## config.mk

```make
export PLATFORM = sky130hd
export DESIGN_NAME = mem_port_arbiter
export DESIGN_NICKNAME = d
export VERILOG_FILES = /design/src/rtl/mem_port_arbiter_pkg.sv /design/src/rtl/mem_port_arbiter.sv
export SDC_FILE = /design/constraint.sdc
export NUM_CORES = 1
export LEC_CHECK = 0
export ABC_CLOCK_PERIOD_IN_PS = 1920
export BUFFER_PORTS_ARGS = -buffer_cell sky130_fd_sc_hd__clkbuf_2
export CAP_MARGIN = 5
export CORE_AREA = 2 2 108 110
export DETAILED_ROUTE_END_ITERATION = 10
export DIE_AREA = 0 0 110 112
export PLACE_DENSITY = 0.76
export SETUP_SLACK_MARGIN = 0.2
export SYNTH_ARGS = -nofsm -noshare
export SYNTH_HDL_FRONTEND = slang
export SYNTH_SLANG_ARGS = --single-unit
```

## constraint.sdc

```tcl
create_clock -name clk -period 1.92 [get_ports clk]
set_input_delay 0.288 -clock clk [delete_from_list [all_inputs] [get_ports clk]]
set_output_delay 0.288 -clock clk [all_outputs]
set_load 0.05 [all_outputs]
```

## src/rtl/mem_port_arbiter_pkg.sv

```systemverilog
// Shared types for the fetch/data memory-port arbiter: FSM state codes, port owner
// and the default starvation allowance.
package mem_port_arbiter_pkg;

  typedef logic [1:0] arb_state_t;
  localparam arb_state_t IDLE  = 2'd0;
  localparam arb_state_t ISSUE = 2'd1;
  localparam arb_state_t WAIT  = 2'd2;

  typedef enum logic {
    FETCH = 1'b0,
    DATA  = 1'b1
  } owner_t;

  localparam int unsigned STARVE_LIM_DEFAULT = 4;

  typedef struct packed {
    logic        we;
    logic [31:0] addr;
    logic [31:0] wdata;
    logic [3:0]  be;
  } bus_req_t;

  // Data normally wins; a fetch that has used up its waiting allowance takes the port.
  function automatic owner_t pick_owner(input logic fetch_req,
                                        input logic data_req,
                                        input logic fetch_starved);
    owner_t owner;
    if (data_req && !(fetch_req && fetch_starved)) owner = DATA;
    else owner = FETCH;
    return owner;
  endfunction

endpackage

```

## src/rtl/mem_port_arbiter.sv

```systemverilog
// Arbitrates the instruction-fetch and data-access requesters onto one shared memory
// port with a single outstanding transaction (IDLE -> ISSUE -> WAIT).
module mem_port_arbiter
  import mem_port_arbiter_pkg::*;
#(
  parameter int unsigned STARVE_LIM = STARVE_LIM_DEFAULT
) (
  input  logic        clk,
  input  logic        rst_n,
  input  logic        if_req_f,
  input  logic [31:0] if_addr_f,
  input  logic        if_flush,
  output logic        if_ready_f,
  output logic [31:0] if_rdata_f,
  input  logic        dm_req_m,
  input  logic        dm_we_m,
  input  logic [31:0] dm_addr_m,
  input  logic [31:0] dm_wdata_m,
  input  logic [3:0]  dm_be_m,
  output logic        dm_ready_m,
  output logic [31:0] dm_rdata_m,
  output logic        mem_req,
  output logic        mem_we,
  output logic [31:0] mem_addr,
  output logic [31:0] mem_wdata,
  output logic [3:0]  mem_be,
  input  logic        mem_gnt,
  input  logic        mem_rvalid,
  input  logic [31:0] mem_rdata,
  output logic        mem_stall
);

  localparam int unsigned CNT_W = (STARVE_LIM < 1) ? 1 : $clog2(STARVE_LIM + 1);
  localparam logic [CNT_W-1:0] STARVE_MAX = CNT_W'(STARVE_LIM);

  arb_state_t       state_reg, state_next;
  owner_t           owner_reg, owner_next;
  bus_req_t         bus_reg, bus_next;
  logic             req_reg, req_next;
  logic             discard_reg, discard_next;
  logic [CNT_W-1:0] starve_reg, starve_next;

  logic     any_req;
  logic     arbitrate;
  logic     fetch_starved;
  logic     resp_done;
  logic     fetch_owns;
  logic     fetch_done;
  logic     data_done;
  owner_t   grant_owner;
  bus_req_t fetch_fields;
  bus_req_t data_fields;

  assign any_req       = if_req_f | dm_req_m;
  assign arbitrate     = (state_reg == IDLE) && any_req;
  assign fetch_starved = (starve_reg == STARVE_MAX);
  assign grant_owner   = pick_owner(if_req_f, dm_req_m, fetch_starved);
  assign resp_done     = (state_reg == WAIT) && mem_rvalid;
  assign fetch_owns    = (owner_reg == FETCH) && ((state_reg == ISSUE) || (state_reg == WAIT));

  // Fetches are full-word reads.
  assign fetch_fields = '{we: 1'b0, addr: if_addr_f, wdata: 32'd0, be: 4'hF};
  assign data_fields  = '{we: dm_we_m, addr: dm_addr_m, wdata: dm_wdata_m, be: dm_be_m};

  always_comb begin
    state_next = state_reg;
    owner_next = owner_reg;
    bus_next   = bus_reg;
    req_next   = req_reg;
    case (state_reg)
      IDLE: begin
        if (any_req) begin
          state_next = ISSUE;
          owner_next = grant_owner;
          bus_next   = (grant_owner == DATA) ? data_fields : fetch_fields;
          req_next   = 1'b1;
        end
      end
      ISSUE: begin
        if (mem_gnt) begin
          state_next = WAIT;
          req_next   = 1'b0;
        end
      end
      WAIT: begin
        if (mem_rvalid) state_next = IDLE;
      end
      default: begin
        state_next = IDLE;
        req_next   = 1'b0;
      end
    endcase
  end

  // A flushed fetch still finishes on the bus; only its completion is hidden.
  always_comb begin
    discard_next = discard_reg;
    if (state_next == IDLE) discard_next = 1'b0;
    else if (fetch_owns && if_flush) discard_next = 1'b1;
  end

  always_comb begin
    starve_next = starve_reg;
    if (!if_req_f) begin
      starve_next = '0;
    end else if (arbitrate) begin
      if (grant_owner == FETCH) starve_next = '0;
      else if (!fetch_starved) starve_next = starve_reg + CNT_W'(1);
    end
  end

  always_ff @(posedge clk or negedge rst_n) begin
    if (!rst_n) begin
      state_reg   <= IDLE;
      owner_reg   <= FETCH;
      bus_reg     <= '0;
      req_reg     <= 1'b0;
      discard_reg <= 1'b0;
      starve_reg  <= '0;
    end else begin
      state_reg   <= state_next;
      owner_reg   <= owner_next;
      bus_reg     <= bus_next;
      req_reg     <= req_next;
      discard_reg <= discard_next;
      starve_reg  <= starve_next;
    end
  end

  // A flush arriving in the response cycle also hides that fetch's completion.
  assign fetch_done = resp_done && (owner_reg == FETCH) && !discard_reg && !if_flush;
  assign data_done  = resp_done && (owner_reg == DATA);

  assign if_ready_f = fetch_done;
  assign if_rdata_f = fetch_done ? mem_rdata : 32'd0;
  assign dm_ready_m = data_done;
  assign dm_rdata_m = data_done ? mem_rdata : 32'd0;

  assign mem_req   = req_reg;
  assign mem_we    = bus_reg.we;
  assign mem_addr  = bus_reg.addr;
  assign mem_wdata = bus_reg.wdata;
  assign mem_be    = bus_reg.be;

  assign mem_stall = (if_req_f & ~if_ready_f) | (dm_req_m & ~dm_ready_m);

endmodule

```

* Word-level counts from Yosys, hierarchy flattened *
Index checks and enable logic that the tools add are counted.

storage, ports and cells
  register bits after elaboration = 77
  memory bits (read-only) = 0
  RAM bits = 0
  latch bits = 0
  memories = 0
  bits of input ports = 140
  word-level logic and storage cells = 62
  output and inout port bits = 137

cells by class
  add/subtract/negate cells = 1
  order comparisons = 0
  multiply operators = 0
  bitwise gates (word level) = 8
  shift operators = 0
  reductions and logical operators = 20
  divide/modulo/power cells = 0
  eq/ne operators = 7
  mux-type cells = 17

operators with widths
  kind                   count
  $mux W69               1
  $mux W32               2
  $mux W3                4
  $logic_and A1 B1 Y1    10
  $mux W2                3
  $pmux W2 S3            1
  $mux W1                5
  $logic_not A2 Y1       2
  $ne A2 B2 Y1 const B   2
  $not A1 Y1             4
  $reduce_and A2 Y1      2
  $add A3 B1 Y3 const B  1
  $eq A3 B3 Y1 const B   1
  $logic_not A1 Y1       3
  $ne A3 B3 Y1 const B   1
  $pmux W1 S3            1
  $reduce_and A3 Y1      1
  $and A1 B1 Y1          2
  $eq A2 B1 Y1 const B   1
  $eq A2 B2 Y1 const B   1
  $ne A2 B1 Y1 const B   1
  $or A1 B1 Y1           2
  $reduce_bool A2 Y1     1
  $logic_or A1 B1 Y1     1

* Longest topological paths before layout *
Gate-level depths: netlist (run 1).

  word-level depth = 8
  gate-level depth with buffers = 8
  gate-level depth less buffers = 6

* Least setup slack after synthesis (run 1) *
Ideal clock, no wire load.

  kind = flip-flop to output port
  from = reg state_reg[0]
  to = out mem_stall
  cell stages (with the launch flop) = 7
  arrival = 2.183 ns
  data required time = 1.632 ns
  buffers on the path = 2
  slack = -0.551 ns
  cell sequence = dfrtp_1 inv_1 ha_1 and3_1 clkbuf_1 clkbuf_1 o22ai_1

on the way
  elaborated cells on any way between the ends = 11
  classes of those cells = 1 x eq/ne; 5 x bitwise; 5 x reduce/logical

RTL lines
  item                      RTL line                 text
  start: declaration        mem_port_arbiter.sv:36   arb_state_t state_reg, state_next;
  start signal: assignment  mem_port_arbiter.sv:121  state_reg <= state_next;
  $eq A2 B2 Y1              mem_port_arbiter.sv:58   assign resp_done = (state_reg == WAIT) && mem_rvalid;
  $logic_and A1 B1 Y1       mem_port_arbiter.sv:58
  $logic_and A1 B1 Y1       mem_port_arbiter.sv:132  assign data_done = resp_done && (owner_reg == DATA);
  named net dm_ready_m      mem_port_arbiter.sv:20   output logic dm_ready_m,
  $not A1 Y1                mem_port_arbiter.sv:145  assign mem_stall = (if_req_f & ~if_ready_f) | (dm_req_m & ~dm_ready_m);
  $and A1 B1 Y1             mem_port_arbiter.sv:145
  $or A1 B1 Y1              mem_port_arbiter.sv:145
  end: declaration          mem_port_arbiter.sv:30   output logic mem_stall

The timed path passes the listed nets, and every way through them passes these cells.

* Final worst setup path (run 1) *
  from = reg state_reg[0]
  to = out dm_rdata_m[22]

on the way
  longest elaborated chain between the ends = 4

RTL lines
  item                 RTL line                 text
  $eq A2 B2 Y1         mem_port_arbiter.sv:58
  $logic_and A1 B1 Y1  mem_port_arbiter.sv:58
  $logic_and A1 B1 Y1  mem_port_arbiter.sv:132
  $mux W32             mem_port_arbiter.sv:137  assign dm_rdata_m = data_done ? mem_rdata : 32'd0;
  end: declaration     mem_port_arbiter.sv:21   output logic [31:0] dm_rdata_m,

No other way between the ends.

==> qor.txt, run 1 <==
core area: 11200 um^2
GRT overflow: 0
hold path start: dm_wdata_m[24]
setup TNS: -16.69 ns
Final min period: 2.26 ns
FF-to-FF End: discard_reg
cell with the most instances after synthesis: dfrtp_1
Slew @ Worst Pin: 0.495 ns
GP Congestion: 0.844
vias in the first global route: 4083
worst hold path class: in2reg
DR vias: 4038
worst vdd ir: 1.18 mV
initial antenna violation count: 3
CP startpoint kind: flip-flop
CP Cell Sequence: inv_2, ha_4, buf_6, and3_4, buf_12, clkbuf_16, and2_4, clkbuf_16
Rows: 39
flop2flop setup slack: 0.08 ns
Final setup viols: 67
switching part of the total power: 0.503
drt pass-1 iters: 4
Post-Syn Nets: 492
Mean Syn Cell Area: 10.9 um^2
CTS clock-pin slew for the worst setup and hold paths: 0.06 ns
register area share after synthesis: 0.511
clock power share: 0.152
run status: complete, but fails checks
library cells used by synthesis: 37
top post-synthesis cells by count: 77 x dfrtp_1, 64 x and2_1, 36 x nand2_1, 32 x mux2i_1, 29 x a22o_1
# fillers: 780
Mapped Cells: 346
Reg power frac: 0.259
final worst slack: -0.343 ns
Post-synth top flop: dfrtp_1
Max clock buf depth: 2
IO Port Bufs: 276
CP Data Arrival Time: 1.98 ns
pin count of the biggest net entering global routing: 58
DR WL/cell: 20.8 um
hold path endpoint: mem_wdata[24]
synth top area cells: dfrtp_1 51%, and2_1 11%, mux2i_1 8.5%
antenna viol nets, final: 0
Post-Layout Cell Count: 803
combinational share of power: 0.589
clock skew: 0.00897 ns
R2R Path Start: state_reg[0]
crit end category: output pin
max_slew headroom: 0.670
switching pwr: 5.47 mW
cell repeated most along the worst path: clkbuf_16
DP Wirelength: 9.17 mm
die width: 110 um
Max stage delay on crit path: 0.41 ns
routed wire length: 16.7 mm
Fmax: 0.442 GHz
Pint: 5.42 mW
worst-skew pair later-pin latency: 0.32 ns
CTS Sinks: 77
Vias/cell: 5.03
Non-Filler Cell Area, Final: 7570 um^2
failing checks: setup timing
DRC Markers: 0
Synth area leader: dfrtp_1
Starting Density: 0.337
CP required: 1.63 ns
RSZ-0062 raised after global routing: yes
Global Route Usage Sum: 0.245
Inserted Clock Buffers: 9
area post-placement: 5630 um^2
Placed Cells: 751
H-tree Lvls: 3
number of synthesized register bits: 77
TritonCTS clock tree: yes
pwr/cell area: 1440 nW/um^2
CP max-delay cell: dfrtp_1
first-pass GRT wire length: 22.7 mm
Syn. warnings: 0
die area: 12300 um^2
worst hold slack: 0.179 ns
final critical-path share of the clock period: 1.18
crit-path max FO: 7
Post-synth EDFFs: 0
Hold Crit Depth: 2
iteration-0 DRC count of the detailed router: 213
Post-Syn Area: 3770 um^2
CP Class: reg2out
Final Max Slew Viols: 0
share of cells above drive strength 1: 0.639
Clock Tree Root: clkbuf_16
share of Yosys cell area claimed by the top area cell type: 0.511
Chip Height: 112 um
Fin. Hold Viols: 0
Max-cap violations: 0
nets@finish: 798
reg2reg path depth: 8
area delta synth->final: 101%
fraction of registers with async set/reset: 1.00
Pleak: 3.82 nW
I/O pin count: 277
## cell families after synthesis
group / count (synthesis) / share of synthesized area
simple gates: 117 / 0.174
fa+ha+maj: 6 / 0.0199
compound gates: 81 / 0.154
flops: 77 / 0.511
buf+inv: 33 / 0.0561
mux: 32 / 0.0850
## worst max-delay path, delay by kind of cell, from the launching register on
family | cells | cell delay (ns)
and+or+nand+nor | 2 | 0.44
buffers and inverters | 5 | 0.65
adders and majority gates | 1 | 0.16
DFF | 1 | 0.41
## power groups by stage
stage	logic [mW]	clock network [mW]	registers (mW)
detailed placement	5.57	0	2.80
CTS	5.97	1.70	2.80
global placement	5.45	0	2.79
finish	6.41	1.65	2.83
global route	6.73	1.77	2.90
floorplan	1.88	0	5.10
## per-layer routing
metal,vias to the layer above,global-route usage,part of all wire,wire length [um]
met5,-,0,0,0
met4,0,0.145,0.055,924
met3,59,0.0697,0.087,1460
met2,249,0.425,0.51,8500
met1,1914,0.259,0.35,5780
li1,1816,-,-,-
## worst max path at each step
stage                       startpoint              to  slack (ns)
after floorplan           state_reg[0]  if_rdata_f[23]        0.16
after global placement    state_reg[0]  if_rdata_f[31]         0.1
after detailed placement  state_reg[0]   if_rdata_f[2]      -0.005
after CTS                 state_reg[0]  dm_rdata_m[20]       -0.23
after global routing      state_reg[0]  dm_rdata_m[22]       -0.38
final                     state_reg[0]  dm_rdata_m[22]       -0.34
## repair_timing
item / 4_1_cts / 5_1_grt
buffers inserted: 14 / 11
gates resized for setup: 187 / 27
pin swaps: 13 / 42
hold buffers: 1 / 0
cloned: 5 / 2
endpoints found under the setup margin: 67 / 132
endpoints found under the hold margin: 37 / 0
## stage by stage
stage	power (mW)	util	setup WS (ns)
after floorplan	6.98	-	0.161
after global routing	11.4	0.678	-0.385
after detailed placement	8.37	0.504	-0.00476
after global placement	8.24	0.504	0.0964
after CTS	10.5	0.657	-0.226
final	10.9	0.678	-0.343
## cell usage in the layout (no fill, tap or decap), types with 2 or more instances in the layout
cell / instances
and3_4: 3
clkbuf_2: 208
and2_4: 64
o21ai_1: 6
buf_4: 19
clkbuf_16: 61
o21ai_0: 26
dfrtp_1: 77
inv_1: 5
buf_8: 7
ha_4: 3
a22o_2: 4
inv_2: 2
ha_1: 3
buf_6: 9
nand3_1: 2
clkbuf_1: 2
mux2i_1: 32
a22o_1: 29
diode_2: 3
o22a_1: 6
nand2_1: 35
buf_12: 19
nor2_1: 3
buf_16: 5
## final cells by class
class | count | area [um^2] | area share
Timing Repair Buffer | 320 | 3220 | 0.425
Sequential cell | 77 | 1930 | 0.254
Multi-Input combinational cell | 237 | 1920 | 0.254
Clock buffer | 11 | 233 | 0.0307
Tap cell | 143 | 179 | 0.0236
Clock inverter | 5 | 60.1 | 0.00793
Inverter | 7 | 26.3 | 0.00347
Antenna cell | 3 | 7.51 | 0.000991
(Power assumes the default switching activity.)
==> run 2: changes to the inputs <==
--- a/config.mk
+++ b/config.mk
@@ -11,7 +11,9 @@
 export CORE_AREA = 2 2 108 110
 export DETAILED_ROUTE_END_ITERATION = 10
 export DIE_AREA = 0 0 110 112
+export HOLD_SLACK_MARGIN = 0.03
 export PLACE_DENSITY = 0.76
+export RECOVER_POWER = 100
 export SETUP_SLACK_MARGIN = 0.2
 export SYNTH_ARGS = -nofsm -noshare
 export SYNTH_HDL_FRONTEND = slang
==> run 2 against run 1 <==
  * The flow still finishes with violations (setup timing)
  * Count of clock-buffer cells in the layout is the same
  * Hold slack is essentially flat
  * Setup slack lost 0.0051 ns
  * Combinational power shrank 4.2%
  * Non-clock buffer count is the same
  * Fmax shrank 0.22%
==> qor.txt, run 2 (synthesis results as in run 1) <==
run status: complete, but fails checks
failing checks: setup timing
CTS clock-pin slew for the worst setup and hold paths: 0.06 ns
worst hold path class: in2reg
worst vdd ir: 1.14 mV
Final Total Pwr: 10.6 mW
share of cells above drive strength 1: 0.528
R2R Path Start: state_reg[0]
Clock Tree Root: clkbuf_16
CP Class: reg2out
H-tree Lvls: 3
Rows: 39
vias in the first global route: 4083
nets@finish: 798
Final setup viols: 81
DRC Markers: 0
cell repeated most along the worst path: clkbuf_16
CP required: 1.63 ns
first-pass GRT wire length: 22.7 mm
TritonCTS clock tree: yes
CP Cell Sequence: inv_2, ha_4, buf_6, and3_4, buf_12, clkbuf_16, and2_4, clkbuf_16
crit end category: output pin
IO Port Bufs: 276
clock skew: 0.00886 ns
pre-CTS WS: -0.00476 ns
crit-path max FO: 7
iteration-0 DRC count of the detailed router: 191
most common cell after layout, fill and taps aside: clkbuf_2
Inserted Clock Buffers: 9
DP Wirelength: 9.17 mm
Max-cap violations: 0
max_slew headroom: 0.383
Final min period: 2.27 ns
worst hold slack: 0.179 ns
worst-skew pair later-pin latency: 0.33 ns
final worst slack: -0.348 ns
GRT overflow: 0
routed wire length: 16.7 mm
flop2flop setup slack: -0.03 ns
Pleak: 3.59 nW
# fillers: 832
RSZ-0062 raised after global routing: yes
die width: 110 um
core area: 11200 um^2
CP Data Arrival Time: 1.98 ns
antenna viol nets, final: 0
Final Max Slew Viols: 0
Critical Path End: dm_rdata_m[22]
multi-input logic area: 1880 um^2
Max clock buf depth: 2
Fmax: 0.441 GHz
Fin. Hold Viols: 0
Chip Height: 112 um
CP startpoint kind: flip-flop
drt pass-1 iters: 5
pin count of the biggest net entering global routing: 58
register cell area after layout: 1930 um^2
post-layout util: 0.664
DR vias: 4013
die area: 12300 um^2
I/O pin count: 277
GP Congestion: 0.844
reg2reg path depth: 7
Starting Density: 0.337
crit-path leading delay family: buffers and inverters
area post-placement: 5630 um^2
CP startpoint: state_reg[0]
initial antenna violation count: 3
Non-Filler Cell Area, Final: 7420 um^2
pwr/cell area: 1430 nW/um^2
DR WL/cell: 20.8 um
Vias/cell: 5.00
Worst path depth: 8
FF-to-FF End: mem_addr[13]
CTS Sinks: 77
Global Route Usage Sum: 0.245
Max stage delay on crit path: 0.41 ns
final critical-path share of the clock period: 1.18
most frequent cells in the layout: 139 x clkbuf_2, 77 x dfrtp_1, 72 x clkbuf_1
Buf/Inv on CP: 5
Slew @ Worst Pin: 0.925 ns
CP max-delay cell: dfrtp_1
area delta synth->final: 96.8%
[run 2: changes by cell type in the layout (fill, tap and decap cells not counted), moves of 2 or more]
cell      before  now
and3_2         0    2
and3_4         3    1
clkbuf_1       2   72
clkbuf_2     208  139
ha_4           3    1
[run 2: through the flow]
stage          setup TNS (ns)  cells
3_3_place_gp                0    751
4_1_cts                -11.96    787
5_1_grt                -26.21    803
6_report               -16.95    803
3_5_place_dp          -0.0125    751
2_1_floorplan               0    346
[run 2: power by group]
part | internal [mW] | total (mW) | switching, mW
registers | 2.36 | 2.82 | 0.457
clock network | 1.01 | 1.65 | 0.641
logic | 1.79 | 6.14 | 4.35
total | 5.17 | 10.6 | 5.44
[run 2: worst reg2reg max path, stage by stage (launching register included)]
cell and delay, ns:
dfrtp_1 0.39, inv_2 0.07, buf_4 0.13, buf_4 0.12, ha_2 0.26, o21ai_4 0.12, clkbuf_4 0.49, o21ai_0 0.22
[run 2: layout make-up]
type	instances	share of cell area
diodes	3	0.00101
inverters	7	0.00354
well taps	143	0.0241
flip-flops and latches	77	0.260
repair buffers	320	0.419
multi-input cells	237	0.253
clock buffers	11	0.0314
clock inverters	5	0.00810
[run 2: timing repair]
item | in CTS | in global routing
hold buffers | 1 | 0
gates cloned | 5 | 2
resized for setup | 187 | 27
pin swaps | 13 | 42
hold endpoints to repair | 37 | 0
setup endpoints to repair | 67 | 132
buffers inserted | 14 | 11
[run 2: worst min path at each step]
| stage | depth (start not counted) | startpoint | endpoint |
|---|---|---|---|
| final | 2 | dm_wdata_m[24] | mem_wdata[24] |
| after global routing | 2 | dm_wdata_m[14] | mem_wdata[14] |
| after CTS | 2 | dm_wdata_m[23] | mem_wdata[23] |
| after detailed placement | 1 | rst_n | mem_addr[2] |
| after global placement | 1 | rst_n | mem_addr[2] |
| after floorplan | 0 | rst_n | discard_reg |
[run 2: metal layers]
metal	GRT usage	vias to the layer above	wire length (um)
met1	0.259	1915	5900
met4	0.145	0	900
met2	0.425	232	8570
met3	0.0697	57	1370
li1	-	1809	-
met5	0	-	0
